## src/rtl/mem_bus_arbiter_if.sv

```systemverilog
// Signal bundle tying the naive_mips instruction and data buses, the bus arbiter
// and the single-ported memory/MMIO slave together.
interface mem_bus_arbiter_if;
  logic [31:0] ibus_address;
  logic [3:0]  ibus_byteenable;
  logic        ibus_read;
  logic        ibus_write;
  logic [31:0] ibus_wrdata;
  logic [31:0] ibus_rddata;
  logic        ibus_stall;
  logic        ibus_error;

  logic [31:0] dbus_address;
  logic [3:0]  dbus_byteenable;
  logic        dbus_read;
  logic        dbus_write;
  logic [31:0] dbus_wrdata;
  logic [31:0] dbus_rddata;
  logic        dbus_stall;
  logic        dbus_error;

  logic [31:0] mem_address;
  logic [3:0]  mem_byteenable;
  logic        mem_read;
  logic        mem_write;
  logic [31:0] mem_wrdata;
  logic [31:0] mem_rddata;
  logic        mem_ack;

  // slave: the arbiter, which serves both core buses and drives the memory strobes.
  modport slave (
    input  ibus_address, ibus_byteenable, ibus_read, ibus_write, ibus_wrdata,
    output ibus_rddata, ibus_stall, ibus_error,
    input  dbus_address, dbus_byteenable, dbus_read, dbus_write, dbus_wrdata,
    output dbus_rddata, dbus_stall, dbus_error,
    output mem_address, mem_byteenable, mem_read, mem_write, mem_wrdata,
    input  mem_rddata, mem_ack
  );

  // master: everything around the arbiter (the two core buses and the memory fabric).
  modport master (
    output ibus_address, ibus_byteenable, ibus_read, ibus_write, ibus_wrdata,
    input  ibus_rddata, ibus_stall, ibus_error,
    output dbus_address, dbus_byteenable, dbus_read, dbus_write, dbus_wrdata,
    input  dbus_rddata, dbus_stall, dbus_error,
    input  mem_address, mem_byteenable, mem_read, mem_write, mem_wrdata,
    output mem_rddata, mem_ack
  );
endinterface

```

## src/rtl/mem_bus_arbiter.sv

```systemverilog
// Serialises naive_mips ibus/dbus requests onto one registered req/ack slave port,
// alternating on contention and turning a hung slave into an error completion.
module mem_bus_arbiter #(
  parameter int unsigned TIMEOUT_CYCLES = 256,
  parameter logic [31:0] ERROR_DATA     = 32'hDEADBEEF
) (
  input logic              clk,
  input logic              rst_n,
  mem_bus_arbiter_if.slave bus
);

  localparam int unsigned      CNT_W      = (TIMEOUT_CYCLES > 1) ? $clog2(TIMEOUT_CYCLES) : 1;
  localparam logic [CNT_W-1:0] CNT_LAST   = (TIMEOUT_CYCLES > 0) ? CNT_W'(TIMEOUT_CYCLES - 1) : '0;
  localparam bit               TIMEOUT_EN = (TIMEOUT_CYCLES != 0);

  typedef enum logic [1:0] {IDLE, BUSY_I, BUSY_D, RESP} state_t;
  typedef enum logic {GRANT_I, GRANT_D} grant_t;

  // One slave access as it is presented on the mem_* pins.
  typedef struct packed {
    logic [31:0] address;
    logic [3:0]  byteenable;
    logic [31:0] wrdata;
    logic        read;
    logic        write;
  } mem_cmd_t;

  // Per-master response state; done and error are single-cycle completion pulses.
  typedef struct packed {
    logic [31:0] rddata;
    logic        done;
    logic        error;
  } resp_t;

  state_t           state_q, state_d;
  grant_t           last_q, last_d;
  mem_cmd_t         mem_q, mem_d;
  resp_t            ibus_q, ibus_d;
  resp_t            dbus_q, dbus_d;
  logic [CNT_W-1:0] cnt_q, cnt_d;

  logic     ibus_pending, dbus_pending;
  mem_cmd_t ibus_cmd, dbus_cmd;

  assign ibus_pending = bus.ibus_read | bus.ibus_write;
  assign dbus_pending = bus.dbus_read | bus.dbus_write;

  // Read and write together is a write, so read is only asserted on its own.
  assign ibus_cmd = '{address:    bus.ibus_address,
                      byteenable: bus.ibus_byteenable,
                      wrdata:     bus.ibus_wrdata,
                      read:       bus.ibus_read & ~bus.ibus_write,
                      write:      bus.ibus_write};
  assign dbus_cmd = '{address:    bus.dbus_address,
                      byteenable: bus.dbus_byteenable,
                      wrdata:     bus.dbus_wrdata,
                      read:       bus.dbus_read & ~bus.dbus_write,
                      write:      bus.dbus_write};

  logic  pick_dbus;
  logic  timed_out;
  resp_t fin;

  // NOTE: every variable gets its default before the case so no path leaves it unassigned (no latches).
  always_comb begin
    state_d   = state_q;
    last_d    = last_q;
    mem_d     = mem_q;
    cnt_d     = cnt_q;
    ibus_d    = '{rddata: ibus_q.rddata, done: 1'b0, error: 1'b0};
    dbus_d    = '{rddata: dbus_q.rddata, done: 1'b0, error: 1'b0};
    pick_dbus = 1'b0;
    timed_out = 1'b0;
    fin       = '0;

    unique case (state_q)
      IDLE: begin
        if (ibus_pending || dbus_pending) begin
          pick_dbus = dbus_pending && (!ibus_pending || last_q == GRANT_I);
          mem_d     = pick_dbus ? dbus_cmd : ibus_cmd;
          last_d    = pick_dbus ? GRANT_D : GRANT_I;
          cnt_d     = '0;
          state_d   = pick_dbus ? BUSY_D : BUSY_I;
        end
      end

      BUSY_I, BUSY_D: begin
        timed_out = TIMEOUT_EN && (cnt_q == CNT_LAST);
        if (bus.mem_ack || timed_out) begin
          // An ack arriving in the terminal cycle still wins over the timeout.
          fin.done   = 1'b1;
          fin.error  = ~bus.mem_ack;
          fin.rddata = (state_q == BUSY_I) ? ibus_q.rddata : dbus_q.rddata;
          if (mem_q.read) begin
            fin.rddata = bus.mem_ack ? bus.mem_rddata : ERROR_DATA;
          end
          mem_d.read  = 1'b0;
          mem_d.write = 1'b0;
          state_d     = RESP;
          if (state_q == BUSY_I) begin
            ibus_d = fin;
          end else begin
            dbus_d = fin;
          end
        end else if (cnt_q != CNT_LAST) begin
          cnt_d = cnt_q + CNT_W'(1);
        end
      end

      RESP: begin
        state_d = IDLE;
      end

      default: begin
        state_d = IDLE;
      end
    endcase
  end

  // NOTE: state registers use non-blocking assignments so all flops update together at the edge.
  always_ff @(posedge clk or negedge rst_n) begin
    if (!rst_n) begin
      state_q <= IDLE;
      last_q  <= GRANT_I;
      mem_q   <= '0;
      cnt_q   <= '0;
      ibus_q  <= '0;
      dbus_q  <= '0;
    end else begin
      state_q <= state_d;
      last_q  <= last_d;
      mem_q   <= mem_d;
      cnt_q   <= cnt_d;
      ibus_q  <= ibus_d;
      dbus_q  <= dbus_d;
    end
  end

  assign bus.mem_address    = mem_q.address;
  assign bus.mem_byteenable = mem_q.byteenable;
  assign bus.mem_wrdata     = mem_q.wrdata;
  assign bus.mem_read       = mem_q.read;
  assign bus.mem_write      = mem_q.write;

  // Stall is the only combinational output: a live request not yet marked done.
  assign bus.ibus_stall  = ibus_pending & ~ibus_q.done;
  assign bus.ibus_rddata = ibus_q.rddata;
  assign bus.ibus_error  = ibus_q.error;

  assign bus.dbus_stall  = dbus_pending & ~dbus_q.done;
  assign bus.dbus_rddata = dbus_q.rddata;
  assign bus.dbus_error  = dbus_q.error;

endmodule
```

## src/flat_wrapper.sv

```systemverilog
// flat-port wrapper written by rule: the top's interface ports become plain ports
module mem_bus_arbiter_flat 
#(
  parameter int unsigned TIMEOUT_CYCLES = 256,
  parameter logic [31:0] ERROR_DATA     = 32'hDEADBEEF
)
  (clk, rst_n, bus_ibus_address, bus_ibus_byteenable, bus_ibus_read, bus_ibus_write, bus_ibus_wrdata, bus_ibus_rddata, bus_ibus_stall, bus_ibus_error, bus_dbus_address, bus_dbus_byteenable, bus_dbus_read, bus_dbus_write, bus_dbus_wrdata, bus_dbus_rddata, bus_dbus_stall, bus_dbus_error, bus_mem_address, bus_mem_byteenable, bus_mem_read, bus_mem_write, bus_mem_wrdata, bus_mem_rddata, bus_mem_ack);
  mem_bus_arbiter_if bus_i ();
  input logic clk;
  input logic rst_n;
  input wire logic [$bits(bus_i.ibus_address)-1:0] bus_ibus_address;
  input wire logic [$bits(bus_i.ibus_byteenable)-1:0] bus_ibus_byteenable;
  input wire logic [$bits(bus_i.ibus_read)-1:0] bus_ibus_read;
  input wire logic [$bits(bus_i.ibus_write)-1:0] bus_ibus_write;
  input wire logic [$bits(bus_i.ibus_wrdata)-1:0] bus_ibus_wrdata;
  output wire logic [$bits(bus_i.ibus_rddata)-1:0] bus_ibus_rddata;
  output wire logic [$bits(bus_i.ibus_stall)-1:0] bus_ibus_stall;
  output wire logic [$bits(bus_i.ibus_error)-1:0] bus_ibus_error;
  input wire logic [$bits(bus_i.dbus_address)-1:0] bus_dbus_address;
  input wire logic [$bits(bus_i.dbus_byteenable)-1:0] bus_dbus_byteenable;
  input wire logic [$bits(bus_i.dbus_read)-1:0] bus_dbus_read;
  input wire logic [$bits(bus_i.dbus_write)-1:0] bus_dbus_write;
  input wire logic [$bits(bus_i.dbus_wrdata)-1:0] bus_dbus_wrdata;
  output wire logic [$bits(bus_i.dbus_rddata)-1:0] bus_dbus_rddata;
  output wire logic [$bits(bus_i.dbus_stall)-1:0] bus_dbus_stall;
  output wire logic [$bits(bus_i.dbus_error)-1:0] bus_dbus_error;
  output wire logic [$bits(bus_i.mem_address)-1:0] bus_mem_address;
  output wire logic [$bits(bus_i.mem_byteenable)-1:0] bus_mem_byteenable;
  output wire logic [$bits(bus_i.mem_read)-1:0] bus_mem_read;
  output wire logic [$bits(bus_i.mem_write)-1:0] bus_mem_write;
  output wire logic [$bits(bus_i.mem_wrdata)-1:0] bus_mem_wrdata;
  input wire logic [$bits(bus_i.mem_rddata)-1:0] bus_mem_rddata;
  input wire logic [$bits(bus_i.mem_ack)-1:0] bus_mem_ack;
  assign bus_i.ibus_address = bus_ibus_address;
  assign bus_i.ibus_byteenable = bus_ibus_byteenable;
  assign bus_i.ibus_read = bus_ibus_read;
  assign bus_i.ibus_write = bus_ibus_write;
  assign bus_i.ibus_wrdata = bus_ibus_wrdata;
  assign bus_ibus_rddata = bus_i.ibus_rddata;
  assign bus_ibus_stall = bus_i.ibus_stall;
  assign bus_ibus_error = bus_i.ibus_error;
  assign bus_i.dbus_address = bus_dbus_address;
  assign bus_i.dbus_byteenable = bus_dbus_byteenable;
  assign bus_i.dbus_read = bus_dbus_read;
  assign bus_i.dbus_write = bus_dbus_write;
  assign bus_i.dbus_wrdata = bus_dbus_wrdata;
  assign bus_dbus_rddata = bus_i.dbus_rddata;
  assign bus_dbus_stall = bus_i.dbus_stall;
  assign bus_dbus_error = bus_i.dbus_error;
  assign bus_mem_address = bus_i.mem_address;
  assign bus_mem_byteenable = bus_i.mem_byteenable;
  assign bus_mem_read = bus_i.mem_read;
  assign bus_mem_write = bus_i.mem_write;
  assign bus_mem_wrdata = bus_i.mem_wrdata;
  assign bus_i.mem_rddata = bus_mem_rddata;
  assign bus_i.mem_ack = bus_mem_ack;
  mem_bus_arbiter #(.TIMEOUT_CYCLES(TIMEOUT_CYCLES), .ERROR_DATA(ERROR_DATA)) u_core (.clk(clk), .rst_n(rst_n), .bus(bus_i));
endmodule
```

## config.mk

```make
export PLATFORM = sky130hd
export DESIGN_NAME = mem_bus_arbiter_flat
export DESIGN_NICKNAME = d
export VERILOG_FILES = /design/src/rtl/mem_bus_arbiter_if.sv /design/src/rtl/mem_bus_arbiter.sv /design/src/flat_wrapper.sv
export SDC_FILE = /design/constraint.sdc
export NUM_CORES = 1
export LEC_CHECK = 0
export BUFFER_PORTS_ARGS = -buffer_cell sky130_fd_sc_hd__buf_2
export CORE_MARGIN = 2
export CORE_UTILIZATION = 45
export CTS_CLUSTER_SIZE = 30
export DETAILED_ROUTE_END_ITERATION = 10
export GPL_TIMING_DRIVEN = 0
export PLACE_DENSITY = 0.75
export SLEW_MARGIN = 20
export SYNTH_ARGS = -nofsm -noshare
export SYNTH_HDL_FRONTEND = slang
export SYNTH_SLANG_ARGS = --single-unit
```

## constraint.sdc

```tcl
create_clock -name clk -period 5.7 [get_ports clk]
set_input_delay 1.14 -clock clk [delete_from_list [all_inputs] [get_ports clk]]
set_output_delay 1.14 -clock clk [all_outputs]
set_load 0.02 [all_outputs]
```

==> results of run 1 <==
state kept, by name (all words and copies together), names as in the netlist, 2 cells and up:
register,cells
u_core.bus.mem_byteenable,4
u_core.bus.mem_wrdata,32
u_core.bus.mem_address,32
u_core.bus.ibus_rddata,32
u_core.bus.dbus_rddata,32
u_core.state_q,2
u_core.cnt_q,8
worst reg2reg max path: stages, from the launching register on:
cell	delay [ns]
dfrtp_1	0.42
inv_1	0.11
ha_1	0.38
nor2b_1	0.21
a21boi_0	0.37
buf_2	0.30
nand2_1	0.10
o21ai_0	0.17
metal layers:
| layer | vias up | share of wire [%] |
|---|---|---|
| met5 | - | 0.19 |
| met4 | 6 | 2.7 |
| met3 | 39 | 6.4 |
| met2 | 253 | 50 |
| met1 | 2993 | 40 |
| li1 | 3096 | - |
where the power goes:
group	leakage (nW)	switching (mW)	internal, mW
Clock	0.267	0.469	0.650
Combinational	3.52	1.86	1.57
Sequential	1.82	0.342	1.56
layout make-up:
type                            instances  area, µm²  area share (%)
Clock buffer                           19      432.9           4.146
Antenna cell                            4      10.01         0.09585
Sequential cell                       149       3729           35.71
Timing Repair Buffer                  313       1599           15.31
Clock inverter                         13      150.1           1.438
Multi-Input combinational cell        458       3465           33.18
Tap cell                              225      281.5           2.696
Buffer                                107      760.7           7.285
Inverter                                4      15.01          0.1438
worst min-delay path by stage:
stage                     slack [ns]                         end  cells after the start
after floorplan                 0.44             u_core.cnt_q[7]                      1
after global placement          0.46  u_core.bus.mem_address[19]                      2
after detailed placement        0.46  u_core.bus.mem_address[22]                      2
after CTS                       0.48  u_core.bus.mem_address[22]                      2
after global routing            0.50   u_core.bus.mem_wrdata[26]                      2
final                           0.47   u_core.bus.mem_wrdata[24]                      2
metrics by stage:
stage,setup slack (ns),instance area (µm²)
after floorplan,3.094,7969
after CTS,2.878,10430
after global routing,2.838,10440
after detailed placement,2.781,9849
after global placement,1.291,9812
final,2.891,10440
layout by cell type (no fill, tap or decap), types with 17 or more instances in the layout:
cell type,Yosys,layout
buf_2,18,329
dfrtp_1,149,149
mux2i_1,101,101
nand2_1,84,84
o21ai_0,82,82
buf_4,65,65
mux2_4,61,61
nor2_1,34,34
a21oi_1,31,31
clkbuf_16,0,17
kinds of logic after synthesis:
logic type      Yosys count
compound gates          135
fa+ha+maj                 7
buf+inv                 111
flops                   149
mux                     167
simple gates            149
==> impl_results.md, run 1 <==
- Status: completed
- Antenna-violating nets left: 0
- HP Start: u_core.bus.mem_wrdata[24]
- DR iter-0 viols: 227
- Synth Net Count: 900
- TritonCTS Buffers: 17
- Drt total wl: between 20000 and 25000 µm
- Crit-path slowest cell: nor2_1
- Crit-path max FO: 5
- Startpoint Class: input port
- Top post-synthesis cells by area: dfrtp_1 47%, mux2i_1 13%, mux2_4 11%, buf_4 6.1%, o21ai_0 5.1%
- Hpwl dp: 16880 µm
- Die W: ~140 µm
- CTS tree: built
- Number of hold buffers added after cts: 0
- Via count: approximately 6400
- Post-Syn Area: 0.007969 mm²
- Hold Slack: 0.4715 ns
- Starting density of the core: 46.07%
- Final Core Density: 60.37%
- 1st-pass router iterations: 4
- CTS Root Cell: clkbuf_16
- Synth Area in Compound Gates: 9.232%
- HP Class: reg2reg
- Die Span Y: 137.1 µm
- Netlist cell types: 45
- Final Max Tran Viols: 0
- Number of enable flip-flop cells after synthesis: 0
- Total negative slack: 0 ns
- Tightest Pin Transition: approximately 0.63 ns
- H-tree depth: 4
- Reg2reg path depth: 7
- Final hold violations: 0
- Nets: around 1200
- Number of I/O port buffers: 312
- Clk sinks: 149
- Number of cells on the critical path: 4
- Antenna violations before repair: 7
- Worst Setup End Kind: output port
- Buffers and inverters on the worst path: 2
- Largest net degree at the start of global routing: 85
- Post-CTS sizing: 0
- Layout area overhead: 31.04%
- Vias in the first global route: 6147
- Fmax: 356.0 MHz
- Syn avg cell area: 11.10 µm²
- List of most frequent post-synthesis cells: 149 x dfrtp_1, 101 x mux2i_1, 84 x nand2_1, 82 x o21ai_0, 65 x buf_4
- Synth Area in XOR/XNOR: 0%
- DR WL/cell: 16.87 µm
- Critical path origin: bus_dbus_write
- RSZ-0062 raised after global routing: false
- GRT busiest layer: met2
- Leak pwr: 5.608 nW
- Total gr overflow: 0
- Cell accounting for the most synthesized area: dfrtp_1
- Simple-gate portion of the synthesized area: under 10%
- Critical path type: in2out
- Met2 usage: 39.72%
- Crit path to: bus_dbus_stall
- Synth top area share: 46.79%
- Dpl cells: about 1300
- Crit-path cells: buf_2, nor2_1, nor2_1, buf_2
- R2R setup slack: between 3 and 4 ns
- Clk buf depth: 2
- IO Pins: around 310
- DIE AREA: 0.01879 mm²
- Non-Filler Instances: 1292
- Worst Skew: 0.01108 ns
- Warnings from Yosys: 0
- Cells after synthesis: between 700 and 800
- Maxcap violations: 0
- Crit path max-delay family: buffers and inverters
- Residual DRC: 0
- Clock Latency Late Sink: 0.43 ns
- Main synth FF type: dfrtp_1
- Via/cell ratio: 4.943
- R2r startpoint: u_core.state_q[0]
- Cell area power density: 617.1 mW/mm²
- Crit path DAT: 1.67 ns
- Total power: 6.444 mW
- Post-synthesis sequential area ratio: 46.79%
- Post-Synth Adder-Cell Area: 1.099%
- Grt met1 use: 27.88%
- Routability cong.: 0.8706
- Post-synthesis mux area share: 24.89%
- Most common cell in the netlist: dfrtp_1
- Final period util: 49.29%
- Share of cells above drive strength 1: 48.35%
- Overall routing resource usage: 23.17%
- Met3 Resource Use GR: 5.519%
- Crit path time final: 2.809 ns
- First-pass GRT wire length: 32620 µm
- Post-CTS setup buffer count: 0
- Async SR Flop Fraction: 100.0%
- # fillers: 1470
- Relative slew slack: 57.77%
- Capture point of the worst reg-to-reg path: u_core.cnt_q[0]
- Number of synthesized register bits: 149
- Cell Rows: 48
- Critical path's largest stage delay: roughly 0.17 ns
- Clk slew on worst S/H paths: 0.06 ns
- VDD IR max: roughly 300 µV
- Core Region: 0.01730 mm²
- Required @ worst endpoint: about 4.6 ns
- # setup viols final: 0
- Main combinational cell family by area after synthesis: multiplexers
Note: power is estimated with default switching activity, not from simulation.
==> run 2: changes to the inputs <==
- PLACE_DENSITY: 0.75 -> 0.78
- clock period: 5.7 -> 2.3 ns (I/O delays scaled with it)
==> impl_results.md, run 2 (same netlist as run 1, synthesis figures left out) <==
- Status: completed
- RSZ-0062 raised after global routing: false
- HP Start: bus_ibus_wrdata[8]
- Tightest Pin Transition: 0.5946 ns
- Commonest cells after routing, fill and taps aside: 327 x buf_2, 149 x dfrtp_1, 101 x mux2i_1, 84 x nand2_1, 82 x o21ai_0
- Reg2reg path depth: 7
- Relative slew slack: approximately three fifths
- Clock Latency Late Sink: 0.43 ns
- First-pass GRT wire length: 33780 µm
- HP Class: in2reg
- R2r startpoint: u_core.state_q[1]
- Critical path's largest stage delay: 0.42 ns
- Cell area power density: 1538 mW/mm²
- Die Span Y: 137.1 µm
- Share of cells above drive strength 1: between 40% and 50%
- Core Region: 0.01730 mm²
- Maxcap violations: 0
- Total gr overflow: 0
- Startpoint Class: flip-flop
- Via/cell ratio: approximately 5
- Final Max Tran Viols: 0
- Largest net degree at the start of global routing: 100
- Die W: 137.1 µm
- CTS Root Cell: clkbuf_16
- # fillers: 1461
- Crit-path max FO: 10
- Layout area overhead: 31.43%
- Most common cell after layout, fill and taps aside: buf_2
- Worst Hold Path EP: u_core.bus.mem_wrdata[8]
- Crit-path slowest cell: dfrtp_1
- Clk buf depth: 2
- H-tree depth: 4
- DIE AREA: 0.01879 mm²
- Number of I/O port buffers: 312
- Capture point of the worst reg-to-reg path: u_core.bus.ibus_rddata[13]
- Vias in the first global route: 6464
- Starting density of the core: about 46%
- VDD IR max: between 800 and 900 µV
- Drt total wl: 22260 µm
- Antenna-violating nets left: 0
- Area of the multi-input gates: between 0.003 and 0.004 mm²
- Crit-path cells: inv_1, ha_1, buf_2, clkbuf_4, mux2i_1, a21oi_1, mux2_4
- Worst Skew: 0.01119 ns
- Buffers and inverters on the worst path: 3
- Cell Rows: 48
- CTS tree: built
- Total negative slack: 0 ns
- Critical path type: reg2reg
- Crit path time final: 2.144 ns
- Residual DRC: 0
- 1st-pass router iterations: 5
- Post-CTS setup buffer count: 0
- Crit path DAT: 2.45 ns
- Clk sinks: 149
- Final hold violations: 0
- # setup viols final: 0
- Placed cell area: 0.009849 mm²
- Worst Setup End Kind: flip-flop
- Required @ worst endpoint: about 2.6 ns
- Leak pwr: 5.637 nW
- Clk slew on worst S/H paths: 0.06 ns
- Fin area: 0.01047 mm²
- Antenna violations before repair: 1
- Total power: 16.11 mW
- Via count: 6457
- Overall routing resource usage: 23.92%
- R2R setup slack: 0.16 ns
- Fmax: 466.5 MHz
- Reg area: between 0.003 and 0.004 mm²
- Nets: about 1200
- IO Pins: approximately 310
- WHS Path Cells: 3
- Hpwl dp: 17100 µm
- Final worst setup slack: roughly 0.16 ns
- Crit path max-delay family: buffers and inverters
- DR iter-0 viols: ~250
- DR WL/cell: 17.27 µm
- TritonCTS Buffers: 17
- Routability cong.: roughly 0.86
- Final period util: just over 90%
- Pre-CTS setup slack: 0.1159 ns
run 2: area by class of cell:
class	count	share of cell area, %
inverters	4	0.1434
diodes	1	0.02389
clock inverters	12	1.469
flip-flops and latches	149	35.60
clock buffers	19	4.324
multi-input cells	458	33.08
well taps	225	2.688
repair buffers	314	15.36
plain buffers	107	7.311
run 2: power by group:
group / total [mW] / switching (mW) / internal, mW
Clock: 2.86 / 1.11 / 1.76
Combinational: 8.53 / 4.62 / 3.90
Sequential: 4.71 / 0.858 / 3.85
Total: 16.1 / 6.59 / 9.52
run 2: per-layer routing:
layer / part of all wire (%) / global-route usage (%) / wire (µm) / up-vias
met5: 0.058 / 0 / 13 / -
met3: 6.0 / 4.815 / 1326 / 44
met2: 50 / 41.18 / 11160 / 276
li1: - / - / - / 3092
met1: 41 / 29.06 / 9099 / 3043
met4: 3.0 / 10.25 / 661 / 2
run 2: per-stage QoR:
| step | cells | hold slack [ns] | util, % |
|---|---|---|---|
| global placement | 1255 | 0.4573 | 56.73 |
| global route | 1288 | 0.3186 | 60.54 |
| detailed placement | 1256 | 0.3972 | 56.94 |
| floorplan | 718 | 0.1644 | - |
| CTS | 1288 | 0.3037 | 60.51 |
| finish | 1289 | 0.3139 | 60.55 |
run 2: worst register-to-register path, stage by stage (launching register included):
cell and delay (ns):
dfrtp_1 0.42, inv_1 0.14, ha_1 0.16, buf_2 0.29
clkbuf_4 0.35, mux2i_1 0.26, a21oi_1 0.12, mux2_4 0.30
run 2: worst max-delay path by stage:
stage | from | end | slack (ns) | cells past startpoint
4_1_cts | u_core.state_q[1] | u_core.bus.ibus_rddata[13] | 0.11 | 7
3_3_place_gp | rst_n | u_core.bus.mem_address[3] | -1.42 | 1
5_1_grt | u_core.state_q[0] | u_core.cnt_q[3] | 0.02 | 7
2_1_floorplan | u_core.cnt_q[0] | u_core.bus.dbus_rddata[10] | 0.44 | 7
3_5_place_dp | u_core.state_q[1] | u_core.bus.ibus_rddata[13] | 0.12 | 7
6_report | u_core.state_q[1] | u_core.bus.ibus_rddata[13] | 0.16 | 7
run 2: repair_timing:
item                       in CTS  in global routing
setup endpoints to repair       0                 12
hold buffers                    1                  0
gates resized for setup         0                  3
hold endpoints to repair       50                  0
